**src/rtl/reg_dump_if.sv**
```systemverilog
// Valid/ready stream carrying one dumped register value and its index.
// The dumper drives the master side, the consumer the slave side.
interface reg_dump_if;
    logic        out_valid;
    logic        out_ready;
    logic [31:0] out_data;
    logic [4:0]  out_idx;

    modport master (
        output out_valid,
        output out_data,
        output out_idx,
        input  out_ready
    );

    modport slave (
        input  out_valid,
        input  out_data,
        input  out_idx,
        output out_ready
    );
endinterface

```
**src/rtl/reg_dump.sv**
```systemverilog
// Debug register-file dumper: walks registers FIRST_REG..LAST_REG through a
// combinational read port and streams each captured value over valid/ready.
module reg_dump #(
    parameter int FIRST_REG = 0,
    parameter int LAST_REG  = 31
) (
    input  logic        clk,
    input  logic        reset,
    input  logic        start_i,
    input  logic        abort_i,
    output logic [4:0]  rf_addr_o,
    input  logic [31:0] rf_data_i,
    reg_dump_if.master  out_if,
    output logic        busy_o,
    output logic        done_o
);

    localparam logic [4:0] FIRST_IDX = 5'(FIRST_REG);
    localparam logic [4:0] LAST_IDX  = 5'(LAST_REG);

    typedef enum logic [1:0] {
        IDLE,
        FETCH,
        SEND,
        DONE
    } state_e;

    state_e      state_q, state_d;
    logic [4:0]  idx_q, idx_d;
    logic [31:0] data_q, data_d;
    logic [4:0]  out_idx_q, out_idx_d;
    logic        handshake;

    assign handshake = out_if.out_valid && out_if.out_ready;

    // NOTE: state updates use non-blocking assignments so every register samples pre-edge values.
    always_ff @(posedge clk) begin
        if (reset) begin
            state_q   <= IDLE;
            idx_q     <= FIRST_IDX;
            data_q    <= '0;
            out_idx_q <= '0;
        end else begin
            state_q   <= state_d;
            idx_q     <= idx_d;
            data_q    <= data_d;
            out_idx_q <= out_idx_d;
        end
    end

    // NOTE: every signal gets a hold default first so no path through the case infers a latch.
    always_comb begin
        state_d   = state_q;
        idx_d     = idx_q;
        data_d    = data_q;
        out_idx_d = out_idx_q;
        unique case (state_q)
            IDLE: begin
                if (start_i) begin
                    state_d = FETCH;
                    idx_d   = FIRST_IDX;
                end
            end
            FETCH: begin
                // Snapshot is the pre-edge read, so a write on this same edge is not seen.
                data_d    = rf_data_i;
                out_idx_d = idx_q;
                state_d   = abort_i ? IDLE : SEND;
            end
            SEND: begin
                if (abort_i) begin
                    state_d = IDLE;
                end else if (handshake) begin
                    if (idx_q == LAST_IDX) begin
                        state_d = DONE;
                    end else begin
                        idx_d   = idx_q + 5'd1;
                        state_d = FETCH;
                    end
                end
            end
            DONE: begin
                state_d = IDLE;
            end
            default: begin
                state_d = IDLE;
            end
        endcase
    end

    always_comb begin
        out_if.out_valid = (state_q == SEND);
        busy_o           = (state_q != IDLE);
        done_o           = (state_q == DONE);
    end

    assign rf_addr_o       = idx_q;
    assign out_if.out_data = data_q;
    assign out_if.out_idx  = out_idx_q;

endmodule
```
**src/flat_wrapper.sv**
```systemverilog
// flat-port wrapper written by rule: the top's interface ports become plain ports
module reg_dump_flat 
#(
    parameter int FIRST_REG = 0,
    parameter int LAST_REG  = 31
)
  (clk, reset, start_i, abort_i, rf_addr_o, rf_data_i, busy_o, done_o, out_if_out_valid, out_if_out_data, out_if_out_idx, out_if_out_ready);
  reg_dump_if out_if_i ();
  input  logic clk;
  input  logic reset;
  input  logic start_i;
  input  logic abort_i;
  output logic [4:0] rf_addr_o;
  input  logic [31:0] rf_data_i;
  output logic busy_o;
  output logic done_o;
  output wire logic [$bits(out_if_i.out_valid)-1:0] out_if_out_valid;
  output wire logic [$bits(out_if_i.out_data)-1:0] out_if_out_data;
  output wire logic [$bits(out_if_i.out_idx)-1:0] out_if_out_idx;
  input wire logic [$bits(out_if_i.out_ready)-1:0] out_if_out_ready;
  assign out_if_out_valid = out_if_i.out_valid;
  assign out_if_out_data = out_if_i.out_data;
  assign out_if_out_idx = out_if_i.out_idx;
  assign out_if_i.out_ready = out_if_out_ready;
  reg_dump #(.FIRST_REG(FIRST_REG), .LAST_REG(LAST_REG)) u_core (.clk(clk), .reset(reset), .start_i(start_i), .abort_i(abort_i), .rf_addr_o(rf_addr_o), .rf_data_i(rf_data_i), .out_if(out_if_i), .busy_o(busy_o), .done_o(done_o));
endmodule
```
**config.mk**
```make
export PLATFORM = sky130hd
export DESIGN_NAME = reg_dump_flat
export DESIGN_NICKNAME = d
export VERILOG_FILES = /design/src/rtl/reg_dump_if.sv /design/src/rtl/reg_dump.sv /design/src/flat_wrapper.sv
export SDC_FILE = /design/constraint.sdc
export NUM_CORES = 1
export LEC_CHECK = 0
export ABC_AREA = 1
export BUFFER_PORTS_ARGS = -buffer_cell sky130_fd_sc_hd__buf_2
export CAP_MARGIN = 0
export CORE_UTILIZATION = 49
export DETAILED_ROUTE_END_ITERATION = 8
export PLACE_DENSITY = 0.83
export SLEW_MARGIN = 20
export SYNTH_ARGS = -nofsm -noshare
export SYNTH_HDL_FRONTEND = slang
export SYNTH_SLANG_ARGS = --single-unit
```
**constraint.sdc**
```tcl
create_clock -name clk -period 3.5 [get_ports clk]
set_input_delay 0.525 -clock clk [delete_from_list [all_inputs] [get_ports clk]]
set_output_delay 0.525 -clock clk [all_outputs]
set_load 0.02 [all_outputs]
```
=== Word-level counts from Yosys, hierarchy flattened ===
Cells that the tools add are included.

* Bits in read-only memories: 0
* Logic and storage cells: 31
* Input bits: 37
* Bits in registers: 44
* Memory bits (writable): 0
* Memories: 0
* Latch bits: 0
* Output and inout port bits: 45

* Reductions and logical operators: 6
* Divide/modulo/power cells: 0
* Bitwise operators: 0
* Multipliers: 0
* Order comparisons: 0
* Muxes and demuxes: 11
* Add/subtract/negate cells: 1
* Shift operators: 0
* Eq/ne operators: 9

{| class="wikitable"
|+ Operator list
! kind !! count
|-
| $mux W5 || 4
|-
| $mux W2 || 5
|-
| $pmux W5 S2 || 1
|-
| $ne A2 B2 Y1 const B || 4
|-
| $pmux W2 S4 || 1
|-
| $add A5 B1 Y5 const B || 1
|-
| $eq A5 B5 Y1 const B || 1
|-
| $reduce_and A5 Y1 || 1
|-
| $eq A2 B2 Y1 const B || 2
|-
| $reduce_bool A2 Y1 || 2
|-
| $ne A3 B3 Y1 const B || 1
|-
| $eq A2 B1 Y1 const B || 1
|-
| $logic_not A2 Y1 || 1
|-
| $reduce_and A2 Y1 || 1
|-
| $logic_and A1 B1 Y1 || 1
|}

=== Logic depth before layout (Yosys ltp) ===
* Depth after elaboration: 5
* Mapped depth: 9
* Mapped depth without buffers: 9

=== Worst setup path before layout ===
OpenSTA, ideal clock, no wires.

* Path kind: register to register
* Start point: register u_core.idx_q[0] (netlist: u_core.rf_addr_o[0])
* End point: register u_core.idx_q[1] (netlist: u_core.rf_addr_o[1])
* Setup slack: 1.984 ns
* Stages on the path, launching flop included: 9
* Data required time: 3.386 ns
* Library setup time: 0.114 ns
* Arrival time: 1.402 ns
* Path buffers: 0
* Clock period less this slack: 1.516 ns
* Cells stage by stage: dfxtp_1 > ha_1 > inv_1 > nor3_1 > ha_1 > o21ai_2 > nand2_2 > a21oi_1 > nor2_1

* Longest elaborated chain between the ends: 5
* Elaborated cells on any way between the ends: 8
* Classes of those cells: add/sub: 1; eq/ne: 2; mux: 4; reduce/logical: 1

{| class="wikitable"
|+ Ends and longest elaborated chain
! element !! line !! RTL
|-
| start: declaration || reg_dump.sv:29 || <nowiki>logic [4:0] idx_q, idx_d;</nowiki>
|-
| start signal: assignment || reg_dump.sv:45 || <nowiki>idx_q <= idx_d;</nowiki>
|-
| $add A5 B1 Y5 || reg_dump.sv:77 || <nowiki>idx_d = idx_q + 5'd1;</nowiki>
|-
| $mux W5 || reg_dump.sv:74 || <nowiki>if (idx_q == LAST_IDX) begin</nowiki>
|-
| $mux W5 || reg_dump.sv:73 || <nowiki>end else if (handshake) begin</nowiki>
|-
| $mux W5 || reg_dump.sv:71 || <nowiki>if (abort_i) begin</nowiki>
|-
| $pmux W5 S2 || reg_dump.sv:57 || <nowiki>unique case (state_q)</nowiki>
|}

Several ways; a longest one is shown, not always the timed one. The select of a mux whose other input is x is not followed.
A chain may end at the register's enable or synchronous reset.

=== Final worst setup path ===
* Start point: register u_core.state_q[1]
* End point: output out_if_out_valid

* Longest elaborated chain between the ends: 1

{| class="wikitable"
|+ Ends and longest elaborated chain
! element !! line !! RTL
|-
| start: declaration || reg_dump.sv:28 || <nowiki>state_e state_q, state_d;</nowiki>
|-
| start signal: assignment || reg_dump.sv:44 || <nowiki>state_q <= state_d;</nowiki>
|-
| $eq A2 B2 Y1 || reg_dump.sv:92 || <nowiki>out_if.out_valid = (state_q == SEND);</nowiki>
|-
| end: declaration || flat_wrapper.sv:17 || <nowiki>output wire logic [$bits(out_if_i.out_valid)-1:0] out_if_out_valid;</nowiki>
|}

Every way passes these cells.

==> metrics <==
Row Count=21; Psw=~380 µW; initial antenna violation count=0; DP Worst Slack=approximately 1.7 ns; FILL cells=around 340; Clock transition at path regs=around 0.11 ns; fmax=roughly 0.55 GHz; Final min period=~1.8 ns; Reg-to-Reg Start=u_core.state_q[0]; placed instance area=~2200 µm²; P_leak=approximately 0.0012 µW; placed insts=approximately 340; Final Wtd Congestion=0.787; Hold Path Class=in2reg; post-synthesis register bit count=44; first-pass GRT wire length=~6300 µm; WL final=around 3600 µm; Root Driver=clkbuf_4; DIE HEIGHT=around 63 µm; Starting Density=between 50% and 60%; Syn Nets=265; sequential area share after synthesis=about half; DRC Markers=0; EDFF count, synth=0; vias in the first global route=1447; P_int=778 µW; Clock Latency Late Sink=about 0.33 ns; IO Count=82; # H-tree levels=2; vias per std cell=4.79; logic gate share of total power=a little over a quarter; gr usage total=just under 20%; drt initial violations=between 70 and 80; Setup-failing EPs final=0; CORE AREA=3420 µm²; most frequent cells after synthesis=nor2_1, dfxtp_1, o21ai_0, nand2_1, inv_1; peak fanout along the critical path=9; worst slew pin tran=approximately 1.1 ns; Synth Flop Type=dfxtp_1; critical-path cell list=inv_2, nor2_8, buf_2; asr flop ratio synth=0%; global route overflow=0; Final Hold Vio Count=0; Reg2Reg Depth=5; layout cell share with drive strength beyond 1=roughly 34%; crit path capture type=output port; Post-Layout Cell Count=approximately 350; CTS tree=done; largest cells by area after synthesis=dfxtp_1, nor2_1, o21ai_0; HPWL after detailed placement=roughly 2500 µm; critical path's slowest cell=dfxtp_1; post-synth cell types=23; Clock Path Buffers=2; Switching Share=approximately a third; unrepaired setup endpoints after global routing=no; Buffers & Inverters on Critical Path=2; Final Skew=roughly 0.0032 ns; worst setup margin=1.67 ns; Reg power frac=around 50%; outcome=finished, final reports clean; area leader, netlist=dfxtp_1; final instance area=about 2200 µm²; largest net degree at the start of global routing=45; WHS Endpoint=u_core.state_q[1]; r2r setup slk=~1.9 ns; top cell type's share of synthesized area=between 40% and 50%; top-count cell post-synth=nor2_1; Worst path top cell family by delay=flip-flops; PostCTS Resize Cnt=0; Layout area overhead=23.7%; Peak VDD IR=roughly 0.00032 V; WP data required=2.97 ns; fin crit share=52.4%; Worst slew margin=slightly below 30%; final setup TNS=0 ns; warnings from Yosys=0; FF-to-FF End=u_core.out_if.out_data[21]; CP peak stage delay=about 0.48 ns; first drt pass iteration count=4; Final Slew Violations=0; routed vias=1670; WL/cell=~10 µm; hold path cells=2; CP Launch Type=flop; port bufs=slightly above 80; cells after synthesis=around 230; min-delay src=reset; Mean Syn Cell Area=roughly 8 µm²; post-CTS setup buffer count=0; Crit Path Class=reg2out; diode count=0; ANT nets after route=0; Max Cap Violations=0; Die Wd=62.6 µm; Layout Nets=342; die area=just under 4000 µm²; Synth Cell Area=1800 µm²; Worst Path Arrival=1.31 ns; Clk network pwr share=between 20 and 25%; hold bufs inserted after CTS=0; Power Density=523 nW/µm²; cts bufs inserted=5; clock sink count=44
[cells by family (layout without fill, tap and decap cells)]
kind of cell | Yosys count | count (layout) | share of synthesized area [%]
AND/OR/NAND/NOR | 104 | 104 | 24.7
AO/OA/AOI/OAI | 50 | 50 | 15.6
flip-flops | 44 | 44 | 49.0
adder cells (fa/ha/maj) | 2 | 2 | 1.39
buffers and inverters | 26 | 103 | 9.26
[power groups by stage]
stage / logic, µW / registers [µW] / clock network [µW]
floorplan: 156 / 677 / 0
global placement: 304 / 607 / 0
detailed placement: 309 / 607 / 0
CTS: 310 / 597 / 266
global route: 342 / 604 / 289
finish: 307 / 596 / 259
[registers in the layout, summed over array words and instances, names as in the netlist]
name / cells
u_core.rf_addr_o: 5
u_core.state_q: 2
u_core.out_if.out_idx: 5
u_core.out_if.out_data: 32
[worst max-delay path by stage]
stage,from,end,depth (start not counted)
final,u_core.state_q[1],out_if_out_valid,3
after CTS,u_core.state_q[1],out_if_out_valid,3
after detailed placement,reset,u_core.out_if.out_data[21],4
after global routing,u_core.state_q[1],out_if_out_valid,3
after global placement,reset,u_core.out_if.out_idx[4],4
after floorplan,u_core.rf_addr_o[0],u_core.rf_addr_o[1],8
[metal layers]
metal,wire [µm],up-vias,GRT usage [%]
met2,1700,50,33.6
met3,174,5,3.83
li1,-,870,-
met5,0,-,0
met4,46,0,6.98
met1,1700,745,24.7
[worst register-to-register path, stage by stage (launching register included)]
cell	delay [ns]
dfxtp_1	0.58
inv_4	0.10
nor2_8	0.45
inv_6	0.21
nor2_1	0.15
nor2_1	0.06
[layout make-up]
| type | count | area, µm² | area share, % |
|---|---|---|---|
| inverter | 15 | 63.8 | 2.87 |
| tap | 46 | 57.6 | 2.59 |
| multi-input combinational | 156 | 749 | 33.7 |
| timing repair buffer | 81 | 405 | 18.2 |
| sequential | 44 | 881 | 39.6 |
| clock buffer | 7 | 65.1 | 2.93 |
[stage by stage]
step	total power, µW	util, %	hold WS, ns
final	1160	65.1	0.365
after CTS	1170	65.1	0.347
after global placement	911	63.2	0.487
after floorplan	833	-	0.558
after detailed placement	916	63.2	0.492
after global routing	1230	65.1	0.363
[cells in the final DEF (no fill, tap or decap)]
master / count
buf_2: 81
nor2_1: 69
dfxtp_1: 44
o21ai_0: 37
nand2_1: 20
inv_1: 12
nand3_1: 7
a21oi_1: 5
clkbuf_4: 5
a21oi_2: 3
nor2_2: 3
nor3_1: 2
nor2_8: 2
o21ai_2: 2
o21ai_1: 2
ha_1: 2
clkbuf_8: 2
inv_2: 1
inv_4: 1
a21oi_4: 1
inv_6: 1
nand2_2: 1
Power figures use the tool's default switching activity.
